===== src/rtl/mem_bus_decoder.sv =====
// mem_bus_decoder: data-side interconnect between the core memory port and
// on-chip RAM, ROM port B and a req/ack peripheral port. Every transaction
// returns one registered response (rdata/err) with a one-cycle mem_valid.
// Optional build macro MEM_ALIGN_CHECK_EN: reject byte-enable patterns other
// than single byte, aligned halfword or full word with an error response.
module mem_bus_decoder #(
  parameter int              XLEN     = 32,
  parameter logic [XLEN-1:0] ROM_BASE = 32'h0000_0000,
  parameter int              ROM_AW   = 18,
  parameter logic [XLEN-1:0] RAM_BASE = 32'h1000_0000,
  parameter int              RAM_AW   = 17,
  parameter logic [XLEN-1:0] PER_BASE = 32'h2000_0000,
  parameter int              PER_AW   = 16,
  parameter int              TIMEOUT  = 255
) (
  input  logic                clk,
  input  logic                rst,
  input  logic [XLEN-1:0]     mem_addr,
  input  logic [XLEN/8-1:0]   mem_byteen,
  input  logic                mem_we,
  input  logic                mem_req,
  input  logic [XLEN-1:0]     mem_wdata,
  output logic [XLEN-1:0]     mem_rdata,
  output logic                mem_valid,
  output logic                mem_err,
  output logic [RAM_AW-3:0]   ram_addr,
  output logic [XLEN/8-1:0]   ram_byteen,
  output logic                ram_we,
  output logic [XLEN-1:0]     ram_wdata,
  input  logic [XLEN-1:0]     ram_rdata,
  output logic [ROM_AW-3:0]   rom_addr,
  output logic                rom_rden,
  input  logic [XLEN-1:0]     rom_rdata,
  output logic [PER_AW-1:0]   per_addr,
  output logic                per_req,
  output logic                per_we,
  output logic [XLEN/8-1:0]   per_byteen,
  output logic [XLEN-1:0]     per_wdata,
  input  logic [XLEN-1:0]     per_rdata,
  input  logic                per_ack
);

  localparam int BW = XLEN / 8;
  localparam int CW = $clog2(TIMEOUT + 1);

  typedef enum logic [1:0] {IDLE, MEM_WAIT, PER_WAIT, RESP} state_t;

  state_t            state_q, state_d;
  logic [XLEN-1:0]   rdata_q;
  logic              err_q;
  logic              sel_rom_q;
  logic              per_req_q;
  logic [PER_AW-1:0] per_addr_q;
  logic              per_we_q;
  logic [BW-1:0]     per_byteen_q;
  logic [XLEN-1:0]   per_wdata_q;
  logic [CW-1:0]     cnt_q;

  logic rom_hit, ram_hit, per_hit, align_ok;
  logic legal_ram, legal_rom_rd, legal_per, idle_req, timeout_hit;

  // Region decode on the upper address bits
  always_comb begin
    rom_hit = (mem_addr[XLEN-1:ROM_AW] == ROM_BASE[XLEN-1:ROM_AW]);
    ram_hit = (mem_addr[XLEN-1:RAM_AW] == RAM_BASE[XLEN-1:RAM_AW]);
    per_hit = (mem_addr[XLEN-1:PER_AW] == PER_BASE[XLEN-1:PER_AW]);
  end

`ifdef MEM_ALIGN_CHECK_EN
  // Accept only byte, aligned halfword and full-word enable patterns
  always_comb begin
    case (mem_byteen)
      BW'(4'b0001), BW'(4'b0010), BW'(4'b0100), BW'(4'b1000),
      BW'(4'b0011), BW'(4'b1100), BW'(4'b1111): align_ok = 1'b1;
      default:                                   align_ok = 1'b0;
    endcase
  end
`else
  // Byte enables pass through unchecked
  always_comb align_ok = 1'b1;
`endif

  // Legal-access qualification and memory strobes, only while IDLE
  always_comb begin
    idle_req     = (state_q == IDLE) && mem_req;
    legal_ram    = ram_hit && align_ok;
    legal_rom_rd = rom_hit && !mem_we && align_ok;
    legal_per    = per_hit && align_ok;
    timeout_hit  = (cnt_q == CW'(TIMEOUT - 1));
    ram_addr     = mem_addr[RAM_AW-1:2];
    ram_byteen   = mem_byteen;
    ram_wdata    = mem_wdata;
    ram_we       = idle_req && mem_we && legal_ram;
    rom_addr     = mem_addr[ROM_AW-1:2];
    rom_rden     = idle_req && legal_rom_rd;
  end

  // State register
  always_ff @(posedge clk or posedge rst) begin
    if (rst) state_q <= IDLE;
    else     state_q <= state_d;
  end

  // Next-state decode
  always_comb begin
    state_d = state_q;
    case (state_q)
      IDLE: begin
        if (mem_req) begin
          if (legal_ram && mem_we)           state_d = RESP;
          else if (legal_ram || legal_rom_rd) state_d = MEM_WAIT;
          else if (legal_per)                 state_d = PER_WAIT;
          else                                state_d = RESP;
        end
      end
      MEM_WAIT: state_d = RESP;
      PER_WAIT: if (per_ack || timeout_hit) state_d = RESP;
      RESP:     state_d = IDLE;
      default:  state_d = IDLE;
    endcase
  end

  // Response, peripheral request and timeout datapath
  always_ff @(posedge clk or posedge rst) begin
    if (rst) begin
      rdata_q      <= '0;
      err_q        <= 1'b0;
      sel_rom_q    <= 1'b0;
      per_req_q    <= 1'b0;
      per_addr_q   <= '0;
      per_we_q     <= 1'b0;
      per_byteen_q <= '0;
      per_wdata_q  <= '0;
      cnt_q        <= '0;
    end else begin
      case (state_q)
        IDLE: begin
          if (mem_req) begin
            err_q     <= !(legal_ram || legal_rom_rd || legal_per);
            sel_rom_q <= rom_hit;
            if (legal_per && !legal_ram && !legal_rom_rd) begin
              per_req_q    <= 1'b1;
              per_addr_q   <= mem_addr[PER_AW-1:0];
              per_we_q     <= mem_we;
              per_byteen_q <= mem_byteen;
              per_wdata_q  <= mem_wdata;
              cnt_q        <= '0;
            end
          end
        end
        MEM_WAIT: rdata_q <= sel_rom_q ? rom_rdata : ram_rdata;
        PER_WAIT: begin
          cnt_q <= cnt_q + 1'b1;
          // An ack in the timeout cycle still completes cleanly
          if (per_ack) begin
            per_req_q <= 1'b0;
            err_q     <= 1'b0;
            if (!per_we_q) rdata_q <= per_rdata;
          end else if (timeout_hit) begin
            per_req_q <= 1'b0;
            err_q     <= 1'b1;
          end
        end
        RESP:    err_q <= 1'b0;
        default: err_q <= 1'b0;
      endcase
    end
  end

  // Registered response and peripheral outputs
  always_comb begin
    mem_rdata  = rdata_q;
    mem_valid  = (state_q == RESP);
    mem_err    = err_q;
    per_req    = per_req_q;
    per_addr   = per_addr_q;
    per_we     = per_we_q;
    per_byteen = per_byteen_q;
    per_wdata  = per_wdata_q;
  end

endmodule


===== config.mk =====
export PLATFORM = sky130hd
export DESIGN_NAME = mem_bus_decoder
export DESIGN_NICKNAME = d
export VERILOG_FILES = /design/src/rtl/mem_bus_decoder.sv
export SDC_FILE = /design/constraint.sdc
export NUM_CORES = 1
export LEC_CHECK = 0
export CORE_MARGIN = 8
export CORE_UTILIZATION = 32
export CTS_CLUSTER_DIAMETER = 120
export DETAILED_ROUTE_END_ITERATION = 8
export PLACE_DENSITY = 0.73
export SYNTH_ARGS = -nofsm -noshare
export SYNTH_HDL_FRONTEND = slang
export SYNTH_SLANG_ARGS = --single-unit

===== constraint.sdc =====
create_clock -name clk -period 2.75 [get_ports clk]
set_clock_uncertainty 0.1 [all_clocks]
set_input_delay 0.275 -clock clk [delete_from_list [all_inputs] [get_ports clk]]
set_output_delay 0.275 -clock clk [all_outputs]
set_load 0.01 [all_outputs]

==> out/results.tsv, run 1 <==
stage	metric	value	unit
status	status	complete, no violations	
synthesis	yosys_register_bits	98	
floorplanning	row_count	48	
global_routing	grtUsageMet2	0.2773	
cells_and_area	fin_nets	910	
cells_and_area	diodes	0	
placed_design	dp_hpwl	13.72	mm
synthesis	postSynthAreaPerCell	11.83	um^2
synthesis	syn-instance-count	467	
synthesis	synth-simple-area-share	0.07450	
clocking	cts-root-buf	clkbuf_16	
worst_setup_path	critPathMaxStageDelay	0.53	ns
worst_setup_path	slowest_stage	or4_4	
global_routing	top_usage_layer	met2	
synthesis	yosysSeqAreaShare	0.4438	
cells_and_area	post_route_cells_drive_above_1_share	0.1813	
worst_setup_path	start_kind	primary input	
floorplanning	die_y	147.4	um
worst_setup_path	rr_worst_depth	5	
synthesis	synth.area.mux_share	0.2677	
worst_setup_path	cp.depth	6	
worst_setup_path	path_class	primary input to output pin	
synthesis	syn-num-nets	643	
routing	drt-initial-drc-count	117	
clocking	cts_tree	done	
floorplanning	initial_core_util	0.3228	
synthesis	synth_top_family_by_area	multiplexers	
routing	via_per_inst	4.550	
floorplanning	die_w	147.4	um
cells_and_area	final_area	0.008901	mm^2
synthesis	synth_compound_area_frac	0.06997	
pwr	p_leak	3.649	nW
cells_and_area	fill_cells	1548	
global_routing	track_usage	0.1536	
worst_setup_path	crit_fanout	2	
cells_and_area	syn_to_final_growth	61.10	%
routing	first_pass_iters	4	
pwr	powerDensity	642.6	mW/mm^2
pwr	vdd_ir_drop_max	0.0006046	V
worst_setup_path	worstPathRequired	2.38	ns
global_routing	grt_pass1_wl	26.51	mm
sta	fin_crit_sh	0.9896	
cells_and_area	final_cells	964	
clocking	cts_hold_buf	0	
clocking	path_clk_slew	0.07	ns
pwr	p_total	5.720	mW
placed_design	dp_cells	948	
routing	wl_per_cell	17.80	um
worst_setup_path	cp.arrival	2.35	ns
floorplanning	coreArea	0.01712	mm^2
routing	drt.antenna.violating_nets	0	
synthesis	synth_fa_ha_area_frac	0.01585	
global_routing	grt_pass1_vias	4689	
sta	slew_headroom	0.5403	
routing	drcViolationCount	0	
synthesis	yosysWarnings	0	
worst_setup_path	end_kind	output pin	
clocking	numCtsBuffers	9	
worst_setup_path	worst_path_most_repeated_cell	or3_4	
min_path	hold_class	primary input to asynchronous set/reset pin	
sta	worst_pin_slew	0.6896	ns
sta	layout_min_cycle_time	2.721	ns
placed_design	place_area	0.008608	mm^2
global_routing	globalRouteMet1Util	0.1709	
placed_design	port-buffer-count	325	
sta	final-hold-violation-count	0	
cells_and_area	fin_util	0.5200	
floorplanning	ios	326	
clocking	clkSinkCount	98	
synthesis	synth_area	0.005525	mm^2
clocking	clock_path_buffers	2	
global_routing	grt_overflow_total	0	
worst_setup_path	cp.buffers_inverters	2	
synthesis	synth_xor_xnor_area_share	0	
synthesis	synth.distinct_cells	47	
sta	drv_slew	0	
clocking	clk_latency	0.35	ns
sta	hold_ws	0.3842	ns
worst_setup_path	crit_family	simple AND/OR/NAND/NOR gates	
run	cap_violations	0	
routing	vias	4386	
worst_setup_path	crit_chain	clkdlybuf4s50_1 -> or4_4 -> or3_4 -> or3_4 -> nor3_4 -> buf_2	
placed_design	place_congestion	0.8008	
sta	fmax	367.5	MHz
routing	wirelength	17.16	mm
clocking	postCtsSetupRepairBufs	0	
clocking	h-tree-depth	3	
global_routing	gr-usage-met3	0.04035	
synthesis	synth-edff-count	0	
synthesis	ys.flop_type	dfrtp_1	
global_routing	grt_max_degree	68	
synthesis	synthArstFlopShare	1.000	
global_routing	antenna_found_initial	0	
floorplanning	die-area	0.02173	mm^2
sta	setup_viol	0	
==> logic make-up after synthesis <==
group | count (synthesis)
mux | 119
fa+ha+maj | 7
flops | 98
buf+inv | 98
simple gates | 82
compound gates | 63
==> per-stage QoR <==
| stage | setup slack [ns] | setup TNS, ns |
|---|---|---|
| floorplan | 0.3887 | 0 |
| global placement | -0.5070 | -3.924 |
| detailed placement | -0.5260 | -5.098 |
| CTS | 0.003236 | 0 |
| global route | -0.02951 | -0.02951 |
| finish | 0.02871 | 0 |
==> area by class of cell <==
class / count / area (um^2) / share of cell area
Clock buffer: 10 / 229.0 / 0.02572
Multi-Input combinational cell: 271 / 2404 / 0.2700
Tap cell: 225 / 281.5 / 0.03163
Inverter: 8 / 33.78 / 0.003795
Clock inverter: 6 / 48.80 / 0.005482
Timing Repair Buffer: 346 / 3451 / 0.3877
Sequential cell: 98 / 2454 / 0.2757
==> per-layer routing <==
| layer | wire length (um) | vias to the layer above |
|---|---|---|
| li1 | - | 2119 |
| met1 | 6686 | 2106 |
| met2 | 9206 | 146 |
| met3 | 984 | 15 |
| met4 | 278 | 0 |
| met5 | 0 | - |
==> worst register-to-register path, cell delays in order (launching register included) <==
cell and delay, ns:
dfrtp_1 0.41, inv_1 0.12, ha_2 0.32, buf_4 0.53, o21ai_0 0.26, mux2_2 0.29
==> registers in the layout, summed over array words and instances (netlist names), 2 cells and up <==
register / count
state_q: 2
mem_rdata: 32
per_byteen: 4
per_addr: 16
per_wdata: 32
cnt_q: 8
==> cell usage in the layout, fill, tap and decap left out, types with 3 or more instances in the layout <==
cell             netlist  routed
ha_1                   7       6
nand2b_1               3       3
mux2_4                48      48
clkinvlp_4             0       4
mux2_2                37      37
mux2i_1               33      33
nor3_1                 6       5
clkbuf_16              0       9
o21ai_0               36      36
buf_4                 67      17
clkdlybuf4s50_1        0     323
dfrtp_1               98      97
a221o_1                4       4
nor2_1                 5       5
a21oi_1                7       6
inv_1                  7       6
nand3_1                5       5
buf_12                 5       4
inv_6                  0       3
nand2_1               43      43
==> timing repair <==
item,in CTS,in global routing
resized for setup,11,2
setup endpoints to repair,2,2
pin swaps,0,3
hold endpoints to repair,0,0
==> worst paths after layout <==
path / from / endpoint / slack (ns)
worst max-delay path: mem_addr[22] / ram_we / 0.03
worst min-delay path: rst / mem_rdata[17] / 0.38
worst max register to register: state_q[0] / mem_rdata[24] / 0.60
worst min register to register: mem_rdata[28] / mem_rdata[28] / 0.40
max in group asynchronous: rst / per_wdata[0] / 1.69
min in group clk: mem_rdata[28] / mem_rdata[28] / 0.40
==> report_power, final <==
group / leakage, nW / internal (mW) / switching, mW
Clock: 0.126 / 0.625 / 0.592
Combinational: 2.24 / 1.44 / 1.10
Sequential: 1.29 / 1.77 / 0.200
Total: 3.65 / 3.83 / 1.89
==> cells in the mapped netlist, types with 3 or more instances <==
| master | number | area (um^2) |
|---|---|---|
| nor3_1 | 6 | 30.03 |
| a21oi_1 | 7 | 35.03 |
| nand3_1 | 5 | 25.02 |
| nor2_1 | 5 | 18.77 |
| ha_1 | 7 | 87.58 |
| clkbuf_1 | 15 | 56.30 |
| buf_4 | 67 | 503.0 |
| mux2_4 | 48 | 720.7 |
| buf_12 | 5 | 100.1 |
| dfrtp_1 | 98 | 2452 |
| mux2i_1 | 33 | 330.3 |
| a221o_1 | 4 | 40.04 |
| mux2_2 | 37 | 416.7 |
| inv_1 | 7 | 26.28 |
| nand2_1 | 43 | 161.4 |
| or3_1 | 4 | 25.02 |
| nand2b_1 | 3 | 18.77 |
| o21ai_0 | 36 | 180.2 |
(Power assumes the default switching activity.)
==> run 2: changes to the inputs <==
--- a/config.mk
+++ b/config.mk
@@ -6,10 +6,10 @@
 export NUM_CORES = 1
 export LEC_CHECK = 0
 export CORE_MARGIN = 8
-export CORE_UTILIZATION = 32
+export CORE_UTILIZATION = 35
 export CTS_CLUSTER_DIAMETER = 120
 export DETAILED_ROUTE_END_ITERATION = 8
-export PLACE_DENSITY = 0.73
+export PLACE_DENSITY = 0.78
 export SYNTH_ARGS = -nofsm -noshare
 export SYNTH_HDL_FRONTEND = slang
 export SYNTH_SLANG_ARGS = --single-unit
==> out/results.tsv, run 2 (same netlist as run 1, synthesis figures left out) <==
stage	metric	value	unit	change
status	status	complete, no violations		unchanged
cells_and_area	final_cells	953		was 964
clocking	path_clk_slew	0.07	ns	about the same
cells_and_area	final_common_cell	clkdlybuf4s50_1		unchanged
worst_setup_path	worstPathRequired	2.38	ns	about the same
sta	setup_viol	0		unchanged
global_routing	track_usage	0.1787		was 0.1536
sta	final-hold-violation-count	0		unchanged
cells_and_area	diodes	0		unchanged
sta	fin_crit_sh	0.9732		was 0.9896
floorplanning	ios	326		unchanged
pwr	p_int	3.844	mW	was 3.828 mW
floorplanning	die-area	0.02006	mm^2	was 0.02173 mm^2
floorplanning	initial_core_util	0.3529		was 0.3228
sta	slew_headroom	0.5750		was 0.5403
sta	setup_tns	0	ns	unchanged
clocking	clkSinkCount	98		unchanged
worst_setup_path	cp.arrival	2.30	ns	was 2.35 ns
global_routing	grt_max_degree	98		was 68
pwr	vdd_ir_drop_max	0.0003496	V	was 0.0006046 V
worst_setup_path	slowest_stage	or4_1		was or4_4
run	cap_violations	0		unchanged
clocking	cts_tree	done		unchanged
pwr	p_sw	1.951	mW	was 1.892 mW
routing	wirelength	18.48	mm	was 17.16 mm
floorplanning	row_count	46		was 48
worst_setup_path	crit_chain	clkdlybuf4s50_1 -> or4_1 -> or3_4 -> or3_4 -> nor3_2 -> buf_2		was clkdlybuf4s50_1 -> or4_4 -> or3_4 -> or3_4 -> nor3_4 -> buf_2
clocking	h-tree-depth	3		unchanged
floorplanning	die_y	141.6	um	was 147.4 um
routing	vias	4527		was 4386
routing	drt-initial-drc-count	113		was 117
floorplanning	coreArea	0.01566	mm^2	was 0.01712 mm^2
pwr	p_leak	3.661	nW	was 3.649 nW
floorplanning	die_w	141.6	um	was 147.4 um
worst_setup_path	end_kind	output pin		unchanged
pwr	sw_frac_of_total	0.3367		was 0.3308
placed_design	dp_hpwl	14.87	mm	was 13.72 mm
clocking	cts_hold_buf	0		unchanged
pwr	p_seq_frac	0.340		was 0.344
routing	drt.antenna.violating_nets	0		unchanged
placed_design	port-buffer-count	325		unchanged
pwr	clkPwrFrac	0.215		was 0.213
sta	drv_slew	0		unchanged
clocking	cts-root-buf	clkbuf_16		unchanged
clocking	clock_path_buffers	2		unchanged
sta	fmax	373.6	MHz	was 367.5 MHz
cells_and_area	post_route_cells_drive_above_1_share	0.1791		was 0.1813
routing	drcViolationCount	0		unchanged
global_routing	grt_pass1_wl	27.82	mm	was 26.51 mm
pwr	powerDensity	651.2	mW/mm^2	was 642.6 mW/mm^2
worst_setup_path	cp.buffers_inverters	2		unchanged
cells_and_area	layout_common_cells	clkdlybuf4s50_1 (322), dfrtp_1 (97), mux2_4 (48)		was clkdlybuf4s50_1 (323), dfrtp_1 (97), mux2_4 (48)
cells_and_area	fin_nets	908		was 910
worst_setup_path	worst_path_most_repeated_cell	or3_4		unchanged
pwr	combPwrFrac	0.445		was 0.443
routing	first_pass_iters	4		unchanged
global_routing	grt_pass1_vias	4860		was 4689
clocking	clk_latency	0.35	ns	about the same
clocking	numCtsBuffers	9		unchanged
worst_setup_path	crit_family	simple AND/OR/NAND/NOR gates		unchanged
worst_setup_path	critPathMaxStageDelay	0.54	ns	was 0.53 ns
cells_and_area	syn_to_final_growth	61.05	%	was 61.10%
min_path	hold_class	primary input to asynchronous set/reset pin		unchanged
worst_setup_path	crit_fanout	2		unchanged
placed_design	dp_cells	937		was 948
sta	layout_min_cycle_time	2.676	ns	was 2.721 ns
sta	worst_pin_slew	0.6375	ns	was 0.6896 ns
routing	via_per_inst	4.750		was 4.550
worst_setup_path	path_class	primary input to output pin		unchanged
global_routing	grt_overflow_total	0		unchanged
global_routing	antenna_found_initial	0		unchanged
placed_design	place_congestion	0.9196		was 0.8008
worst_setup_path	start_kind	primary input		unchanged
routing	wl_per_cell	19.40	um	was 17.80 um
run 2: cell types whose count changed in the layout (fill, tap and decap cells not counted):
cell,delta
buf_4,-3
clkinvlp_4,-3
clkinv_4,+2
buf_12,+1
clkbuf_1,-1
clkdlybuf4s50_1,-1
clkinv_8,+1
dlymetal6s2s_1,+1
inv_8,+1
nor3_2,+1
nor3_4,-1
or4_1,+1
or4_4,-1
run 2: power by group through the flow:
stage / clock (mW) / sequential, mW / combinational (mW)
finish: 1.25 / 1.97 / 2.58
global route: 1.34 / 2.01 / 2.79
CTS: 1.29 / 1.97 / 2.63
detailed placement: 0 / 2.00 / 2.62
global placement: 0 / 1.98 / 2.54
floorplan: 0 / 2.09 / 1.25
run 2: final cells by class:
cell class              instances  area (um^2)
well taps                     216        270.3
inverters                       8        33.78
clock buffers                   9        225.2
fillers                      1328         6756
flip-flops and latches         98         2454
clock inverters                 7        71.32
repair buffers                344         3451
multi-input cells             271         2394
run 2: worst reg2reg max path, delay by kind of cell (launching register included):
family,cells,cell delay (ns)
adders and majority gates,1,0.20
DFF,1,0.42
AOI/OAI and AO/OA,1,0.24
buffers and inverters,3,0.87
muxes,1,0.30
run 2: through the flow:
stage / hold slack (ns) / setup slack (ns) / total power [mW] / area (um^2) / utilization
after floorplan: 0.2717 / 0.3887 / 3.332 / 5529 / -
after global placement: 0.3866 / -0.3898 / 4.516 / 8594 / 0.5490
after detailed placement: 0.3919 / -0.4277 / 4.617 / 8594 / 0.5490
after CTS: 0.03775 / 0.03878 / 5.886 / 8891 / 0.5679
after global routing: 0.05532 / -0.0005453 / 6.143 / 8899 / 0.5684
final: 0.04614 / 0.07362 / 5.795 / 8899 / 0.5684
run 2: worst paths after layout:
path                                from            end  slack, ns  depth (start not counted)
min                                  rst  mem_rdata[29]       0.05                          2
max reg2reg                   state_q[0]  mem_rdata[17]       0.51                          6
max in group asynchronous            rst      sel_rom_q       1.80                          3
min in group clk           mem_rdata[31]  mem_rdata[31]       0.40                          1
min reg2reg                mem_rdata[31]  mem_rdata[31]       0.40                          1
max                         mem_addr[18]         ram_we       0.07                          6
run 2: layer usage:
layer | up-vias | track usage | wire length (um)
li1 | 2112 | - | -
met1 | 2227 | 0.1882 | 6984
met2 | 165 | 0.3371 | 9992
met3 | 23 | 0.04267 | 1180
met4 | 0 | 0.06614 | 327
met5 | - | 0 | 0
run 2: repair_timing:
action                                  CTS  global route
buffers inserted                          0             0
cloned                                    0             0
endpoints found under the setup margin    2             2
pin swaps                                 0             1
resized for setup                        10             2
